==> config.mk <==
export PLATFORM = sky130hd
export DESIGN_NAME = decoder_3x8_stream
export DESIGN_NICKNAME = d
export VERILOG_FILES = /design/src/rtl/enc_dec_pkg.sv /design/src/rtl/skid_buf2.sv /design/src/rtl/decoder_3x8_stream.sv
export SDC_FILE = /design/constraint.sdc
export NUM_CORES = 1
export LEC_CHECK = 0
export ABC_AREA = 0
export CORE_MARGIN = 5
export CORE_UTILIZATION = 40
export CTS_BUF_LIST = sky130_fd_sc_hd__clkbuf_16
export DETAILED_ROUTE_END_ITERATION = 10
export HOLD_SLACK_MARGIN = 0.08
export PLACE_DENSITY = 0.73
export SYNTH_ARGS = -nofsm -noshare
export SYNTH_HDL_FRONTEND = slang
export SYNTH_HIERARCHICAL = 1
export SYNTH_SLANG_ARGS = --single-unit
==> constraint.sdc <==
create_clock -name clk -period 2.3 [get_ports clk]
set_input_delay 0.46 -clock clk [delete_from_list [all_inputs] [get_ports clk]]
set_output_delay 0.46 -clock clk [all_outputs]
set_load 0.02 [all_outputs]
==> src/rtl/enc_dec_pkg.sv <==
`default_nettype none
// ============================================================================
// Module      : enc_dec_pkg
// Description : Shared widths and occupancy encodings for the encoder/decoder
//               stream link.
// Revision    : 1.0 - initial release
// ============================================================================
package enc_dec_pkg;

  localparam int CODE_W = 3;
  localparam int OUT_W  = 1 << CODE_W;
  localparam int CNT_W  = 8;

  typedef enum logic [1:0] {
    ST_EMPTY = 2'd0,
    ST_ONE   = 2'd1,
    ST_FULL  = 2'd2
  } occ_state_e;

endpackage
`default_nettype wire

==> src/rtl/skid_buf2.sv <==
`default_nettype none
// ============================================================================
// Module      : skid_buf2
// Description : Two-entry in-order skid buffer. The head entry drives the
//               output directly from a register.
// Revision    : 1.0 - initial release
// ============================================================================
module skid_buf2
  import enc_dec_pkg::*;
#(
  parameter int WIDTH = 9
) (
  input  logic             clk,
  input  logic             rst,
  input  logic             i_push,
  input  logic             i_pop,
  input  logic [WIDTH-1:0] i_data,
  output logic [WIDTH-1:0] o_data,
  output occ_state_e       o_state
);

  occ_state_e       r_state;
  logic [WIDTH-1:0] r_head;
  logic [WIDTH-1:0] r_tail;

  // The caller never pushes while FULL, so that case only handles the pop.
  always_ff @(posedge clk) begin
    if (rst) begin
      r_state <= ST_EMPTY;
      r_head  <= '0;
      r_tail  <= '0;
    end else begin
      case (r_state)
        ST_EMPTY: begin
          if (i_push) begin
            r_head  <= i_data;
            r_state <= ST_ONE;
          end
        end
        ST_ONE: begin
          if (i_push && i_pop) begin
            r_head <= i_data;
          end else if (i_push) begin
            r_tail  <= i_data;
            r_state <= ST_FULL;
          end else if (i_pop) begin
            r_state <= ST_EMPTY;
          end
        end
        ST_FULL: begin
          if (i_pop) begin
            r_head  <= r_tail;
            r_state <= ST_ONE;
          end
        end
        default: r_state <= ST_EMPTY;
      endcase
    end
  end

  assign o_data  = r_head;
  assign o_state = r_state;

endmodule
`default_nettype wire

==> src/rtl/decoder_3x8_stream.sv <==
`default_nettype none
// ============================================================================
// Module      : decoder_3x8_stream
// Description : Streaming 3-to-8 decoder with two-entry skid buffer and a
//               saturating null-word counter.
// Revision    : 1.0 - initial release
// ============================================================================
module decoder_3x8_stream
  import enc_dec_pkg::occ_state_e, enc_dec_pkg::ST_EMPTY, enc_dec_pkg::ST_FULL;
#(
  parameter int CODE_W = 3,
  parameter int CNT_W  = 8
) (
  input  logic                  clk,
  input  logic                  rst,
  input  logic                  en,
  input  logic                  in_valid,
  output logic                  in_ready,
  input  logic [CODE_W:0]       in_code,
  output logic                  out_valid,
  input  logic                  out_ready,
  output logic [(1<<CODE_W)-1:0] out_data,
  output logic                  out_null,
  input  logic                  cnt_clr,
  output logic [CNT_W-1:0]      null_cnt
);

  localparam int OUT_W = 1 << CODE_W;

  occ_state_e       w_state;
  logic             w_accept;
  logic             w_pop;
  logic             w_act;
  logic [OUT_W:0]   w_din;
  logic [OUT_W:0]   w_dout;
  logic [CNT_W-1:0] r_null_cnt;

  assign in_ready  = en & (w_state != ST_FULL) & ~rst;
  assign out_valid = (w_state != ST_EMPTY);
  assign w_accept  = in_valid & in_ready;
  assign w_pop     = out_valid & out_ready;
  assign w_act     = in_code[CODE_W];

  // Decoded word stored as {null, one-hot data}; a null word carries no bits.
  assign w_din = w_act ? {1'b0, OUT_W'(1) << in_code[CODE_W-1:0]}
                       : {1'b1, {OUT_W{1'b0}}};

  skid_buf2 #(
    .WIDTH (OUT_W + 1)
  ) u_buf (
    .clk     (clk),
    .rst     (rst),
    .i_push  (w_accept),
    .i_pop   (w_pop),
    .i_data  (w_din),
    .o_data  (w_dout),
    .o_state (w_state)
  );

  assign out_null = w_dout[OUT_W];
  assign out_data = w_dout[OUT_W-1:0];

  always_ff @(posedge clk) begin
    if (rst || cnt_clr) begin
      r_null_cnt <= '0;
    end else if (w_accept && !w_act && (r_null_cnt != {CNT_W{1'b1}})) begin
      r_null_cnt <= r_null_cnt + CNT_W'(1);
    end
  end

  assign null_cnt = r_null_cnt;

endmodule
`default_nettype wire

* Word level (Yosys, flattened, before mapping)
Index checks and enable logic that the tools add are counted.
** Word-level totals
- Register bits after elaboration :: 28
- Bits in latches :: 0
- Memory bits (writable) :: 0
- ROM bits :: 0
- Input port bits :: 10
- Output and inout bits :: 19
- Logic and storage cells :: 43
- Memories :: 0
** Operators by class
- Add/subtract/negate cells :: 1
- $mul :: 0
- Divide/modulo/power cells :: 0
- $lt $le $gt $ge :: 0
- Eq/ne operators :: 9
- Shift-type cells :: 1
- Muxes and demuxes :: 11
- Bitwise operators :: 6
- Reduce and logical (&&, ||, !) cells :: 11
** Operators with widths (number)
- $mux W9 :: 4
- $pmux W9 S3 :: 1
- $mux W2 :: 5
- $add A8 B1 Y8 const B :: 1
- $ne A8 B8 Y1 const B :: 1
- $reduce_and A4 Y1 :: 2
- $shl A1 B3 Y8 const A :: 1
- $ne A2 B1 Y1 const B :: 3
- $pmux W2 S3 :: 1
- $and A1 B1 Y1 :: 4
- $ne A2 B2 Y1 const B :: 2
- $logic_and A1 B1 Y1 :: 3
- $ne A3 B1 Y1 const B :: 1
- $reduce_and A3 Y1 :: 1
- $reduce_bool A3 Y1 :: 1
- $eq A2 B1 Y1 const B :: 1
- $eq A2 B2 Y1 const B :: 1
- $logic_not A2 Y1 :: 1
- $not A1 Y1 :: 2
- $reduce_bool A2 Y1 :: 1
- $logic_not A1 Y1 :: 1
- $logic_or A1 B1 Y1 :: 1

* Logic depth before layout (Yosys ltp)
- Depth in word-level cells :: 7
- Depth in mapped cells :: 7

* Modules after synthesis
The synthesis kept the hierarchy.
** By module, submodules not included
- skid_buf2 :: instances 1, cells an instance 98, area an instance 947.2 um2
- decoder_3x8_stream :: instances 1, cells an instance 74, area an instance 548.0 um2

* Worst setup path before layout
No wires, ideal clock.
- Path kind :: register to register
- Start point :: reg u_buf.r_state[0] (netlist: u_buf/o_state[0])
- End point :: reg u_buf.r_head[0] (netlist: u_buf/o_data[0])
- Library setup time :: 81 ps
- Arrival time :: 1669 ps
- Setup slack :: 550 ps
- Cell stages (with the launch flop) :: 8
- Path buffers :: 2
- Clock period less this slack :: 1750 ps
- Path through :: dfxtp_1 -> or2_2 -> and2_1 -> nand2b_1 -> buf_2 -> a21o_1 -> buf_6 -> a211oi_2
** On the way
- Elaborated cells on any way between the ends :: 16
- Those cells by class :: eq/ne: 6; mux: 1; bitwise: 4; reduce/logical: 5
** RTL lines
- start, declared :: line skid_buf2.sv:22 : occ_state_e r_state;
- start signal, assigned :: line skid_buf2.sv:29 : r_state <= ST_EMPTY;
- start signal, assigned :: line skid_buf2.sv:37 : r_state <= ST_ONE;
- start signal, assigned :: line skid_buf2.sv:45 : r_state <= ST_FULL;
- $reduce_bool A2 Y1 * :: line decoder_3x8_stream.sv:39 : assign out_valid = (w_state != ST_EMPTY);
- named net out_valid :: line decoder_3x8_stream.sv:20 : output logic out_valid,
- $and A1 B1 Y1 * :: line decoder_3x8_stream.sv:41 : assign w_pop = out_valid & out_ready;
- named net w_pop :: line decoder_3x8_stream.sv:32 : logic w_pop;
- $logic_and A1 B1 Y1 :: line skid_buf2.sv:41 : if (i_push && i_pop) begin
- $ne A2 B1 Y1 (no source line)
- $reduce_and A4 Y1 (no source line) *
- end signal, assigned :: line skid_buf2.sv:36 : r_head <= i_data;
- end signal, assigned :: line skid_buf2.sv:42 : r_head <= i_data;
- end signal, assigned :: line skid_buf2.sv:52 : r_head <= r_tail;
- end, declared :: line skid_buf2.sv:23 : logic [WIDTH-1:0] r_head;
Mark *: on every way through the listed nets, which the timed path passes. The rest lies on a longest branch.
A chain may end at the register's enable or synchronous reset.

* Worst setup path after layout
- Start point :: in rst
- End point :: out in_ready
** On the way
- Word-level cells in the longest chain between the ends :: 2
** Ends and longest elaborated chain
- start, declared :: line decoder_3x8_stream.sv:15 : input logic rst,
- $not A1 Y1 :: line decoder_3x8_stream.sv:38 : assign in_ready = en & (w_state != ST_FULL) & ~rst;
- $and A1 B1 Y1 :: line decoder_3x8_stream.sv:38
- end, declared :: line decoder_3x8_stream.sv:18 : output logic in_ready,
No other way between the ends.

==> results.toml <==
[synth]
muxShareOfSynthArea = 0.06025
yosysWarnings = 6
syn-cell-area_um2 = 1495
async_flop_share = 0
synthAdderAreaFrac = 0.008368
avgSynthCellArea_um2 = 8.693
syn_inst = 172
synth-seq-cells = 28
syn_nets = 183
synth_top_family_by_area = "simple AND/OR/NAND/NOR gates"
synth_ff_type = "dfxtp_1"
synthXorXnorAreaFrac = 0
yosys.cell_types.count = 40
yosys.area_share.simple = 0.2669
synth_compound_area_frac = 0.2377
synth_edf_count = 0
seq_area_frac_synth = 0.3749

[run_status]
status = "completed"

[hold_path]
hold-path-cell-count = 2
min_path_type = "flop to flop"

[floorplanning]
dieArea_um2 = 5061
die_x_um = 71.14
fp-row-count = 22
io_pins = 29
start_util = 0.4115
die_h_um = 71.14
coreArea_um2 = 3633

[clock_tree]
clk_pin_slew_ns = 0.07
post-cts-setup-buffers = 0
holdBufCountCts = 0
ctsResizeCount = 0
cts_max_level = 1
clk_latency_ns = 0.26
clock-sinks = 28
cts.path.max_buffers = 2
cts_buffers = 3
cts.root.buffer_cell = "clkbuf_16"
cts_tree = "yes"

[final_layout]
num-fill-cells = 358
area_growth_syn_to_layout_pct = 25.86
nets = 210
final_layout_size_suffix_gt1_frac = 0.1269
multi_input_area_um2 = 857.1
antenna_cells = 0
regArea_um2 = 560.5
fin_area_um2 = 1882
stdcell_count = 245

[critical_path]
r2r_cells = 5
worst_ep_arrival_time_ns = 1.76
crit_path_start_kind = "primary input"
crit_type = "primary input to output pin"
cp-end-kind = "output pin"
path_max_fanout = 2
cp.required_ns = 1.84

[detailed_routing]
first_pass_iters = 4
m1WireLength_mm = 1.584
drc = 0
wirelength_mm = 3.270
detail-route-antenna-nets = 0
wl_met3_um = 143
vias_per_cell = 5.286
first_iter_violations = 61
highest_layer = "met4"
wl_met2_mm = 1.521
dr_total_vias = 1295
wire_per_inst_um = 13.35

[global_routing]
antenna_found_initial = 0
overflow = 0
grt_pass1_wl_mm = 5.520
grt_max_degree = 23
grt_pass1_vias = 1230
grt.total_usage = 0.1313

[timing]
slew_viol_final = 0
slew_headroom = 0.5747
min_period_ns = 2.219
finalHoldViolations = 0
setup_viol = 0
timing.fmax_mhz = 450.6
period_share = 0.9650
rsz0062_at_grt = "false"
setup_tns_ns = 0
skew_ns = 0.0009807
hold_ws_ns = 0.4550
worstMarginPinSlew_ns = 0.6380

[power]
p_per_area_nw_per_um2 = 544.8
p_total_mw = 1.025
leakage_nw = 0.6872
vdd_drop_max_uv = 280.9

[placement]
dpl.cell_count = 242
hpwl_mm = 2.324
io_buffers = 28
gp_congestion = 0.7969
placed_cell_area_um2 = 1807

[flow_run]
cap_violations = 0
power by group:
| group | internal, mW | leakage, nW | switching (mW) |
|---|---|---|---|
| combinational | 0.0665 | 0.424 | 0.0688 |
| clock | 0.231 | 0.0370 | 0.157 |
| sequential | 0.495 | 0.227 | 0.00726 |
| total | 0.792 | 0.687 | 0.233 |
cells by family (layout without fill, tap and decap cells):
group | count (synthesis) | after routing
AO/OA/AOI/OAI | 46 | 46
buffers and inverters | 13 | 38
multiplexers | 9 | 9
flip-flops | 28 | 28
AND/OR/NAND/NOR | 75 | 75
adder cells (fa/ha/maj) | 1 | 1
layer usage:
metal	vias up	GRT usage
li1	674	-
met1	596	0.1684
met2	23	0.2173
met3	2	0.02841
met4	0	0.04384
met5	-	0
sequential cells by signal (all words and copies together), names as in the netlist:
signal / count
u_buf/r_tail: 9
u_buf/o_state: 2
u_buf/o_data: 9
null_cnt: 8
cells in the mapped netlist, drive strengths merged (3+ instances only):
| cell | instances | share of area |
|---|---|---|
| a211oi | 18 | 0.12 |
| nor2b | 4 | 0.023 |
| nand3 | 5 | 0.020 |
| nand2 | 25 | 0.063 |
| nor3 | 5 | 0.017 |
| and2 | 3 | 0.013 |
| mux2i | 9 | 0.060 |
| dfxtp | 28 | 0.37 |
| clkbuf | 3 | 0.0075 |
| a21oi | 16 | 0.054 |
| nand2b | 6 | 0.025 |
| or2 | 3 | 0.013 |
| buf | 9 | 0.042 |
| nor2 | 13 | 0.033 |
path summary, 6_finish.rpt:
check / startpoint / endpoint / slack (ns)
min: u_buf/r_tail[0] / u_buf/r_tail[0] / 0.46
max reg2reg: u_buf/o_state[0] / u_buf/r_tail[7] / 0.45
min reg2reg: u_buf/r_tail[0] / u_buf/r_tail[0] / 0.46
max: rst / in_ready / 0.08
final cells by class:
| type | count | area share |
|---|---|---|
| sequential | 28 | 0.2979 |
| timing repair buffer | 34 | 0.1729 |
| multi-input combinational | 131 | 0.4555 |
| inverter | 1 | 0.001995 |
| clock buffer | 3 | 0.03989 |
| tap | 48 | 0.03191 |
through the flow:
step / worst slack, ns / utilization
6_report: 0.08056 / 0.5179
5_1_grt: 0.01985 / 0.5179
4_1_cts: 0.06641 / 0.5179
3_5_place_dp: 0.02513 / 0.4972
3_3_place_gp: 0.06889 / 0.4972
2_1_floorplan: 0.5502 / -
critical path, stage by stage:
cell	delay, ns
clkdlybuf4s50_1	0.46
nor2b_4	0.12
and2_1	0.12
clkdlybuf4s50_1	0.60
cells in the final DEF (no fill, tap or decap), types with 2 or more instances in the layout:
cell,instances
a211oi_1,9
and3_1,2
nand2_1,25
nand3_1,4
dfxtp_1,28
a211oi_2,9
nor3_1,5
nor2b_1,2
or2_2,3
nor2_1,13
clkbuf_16,3
and2_1,3
mux2i_1,9
a41o_1,2
a21o_1,2
and4b_1,2
o21ai_0,2
clkdlybuf4s50_1,28
nand2b_1,6
buf_4,6
a21oi_1,16
Note: power is estimated with default switching activity, not from simulation.
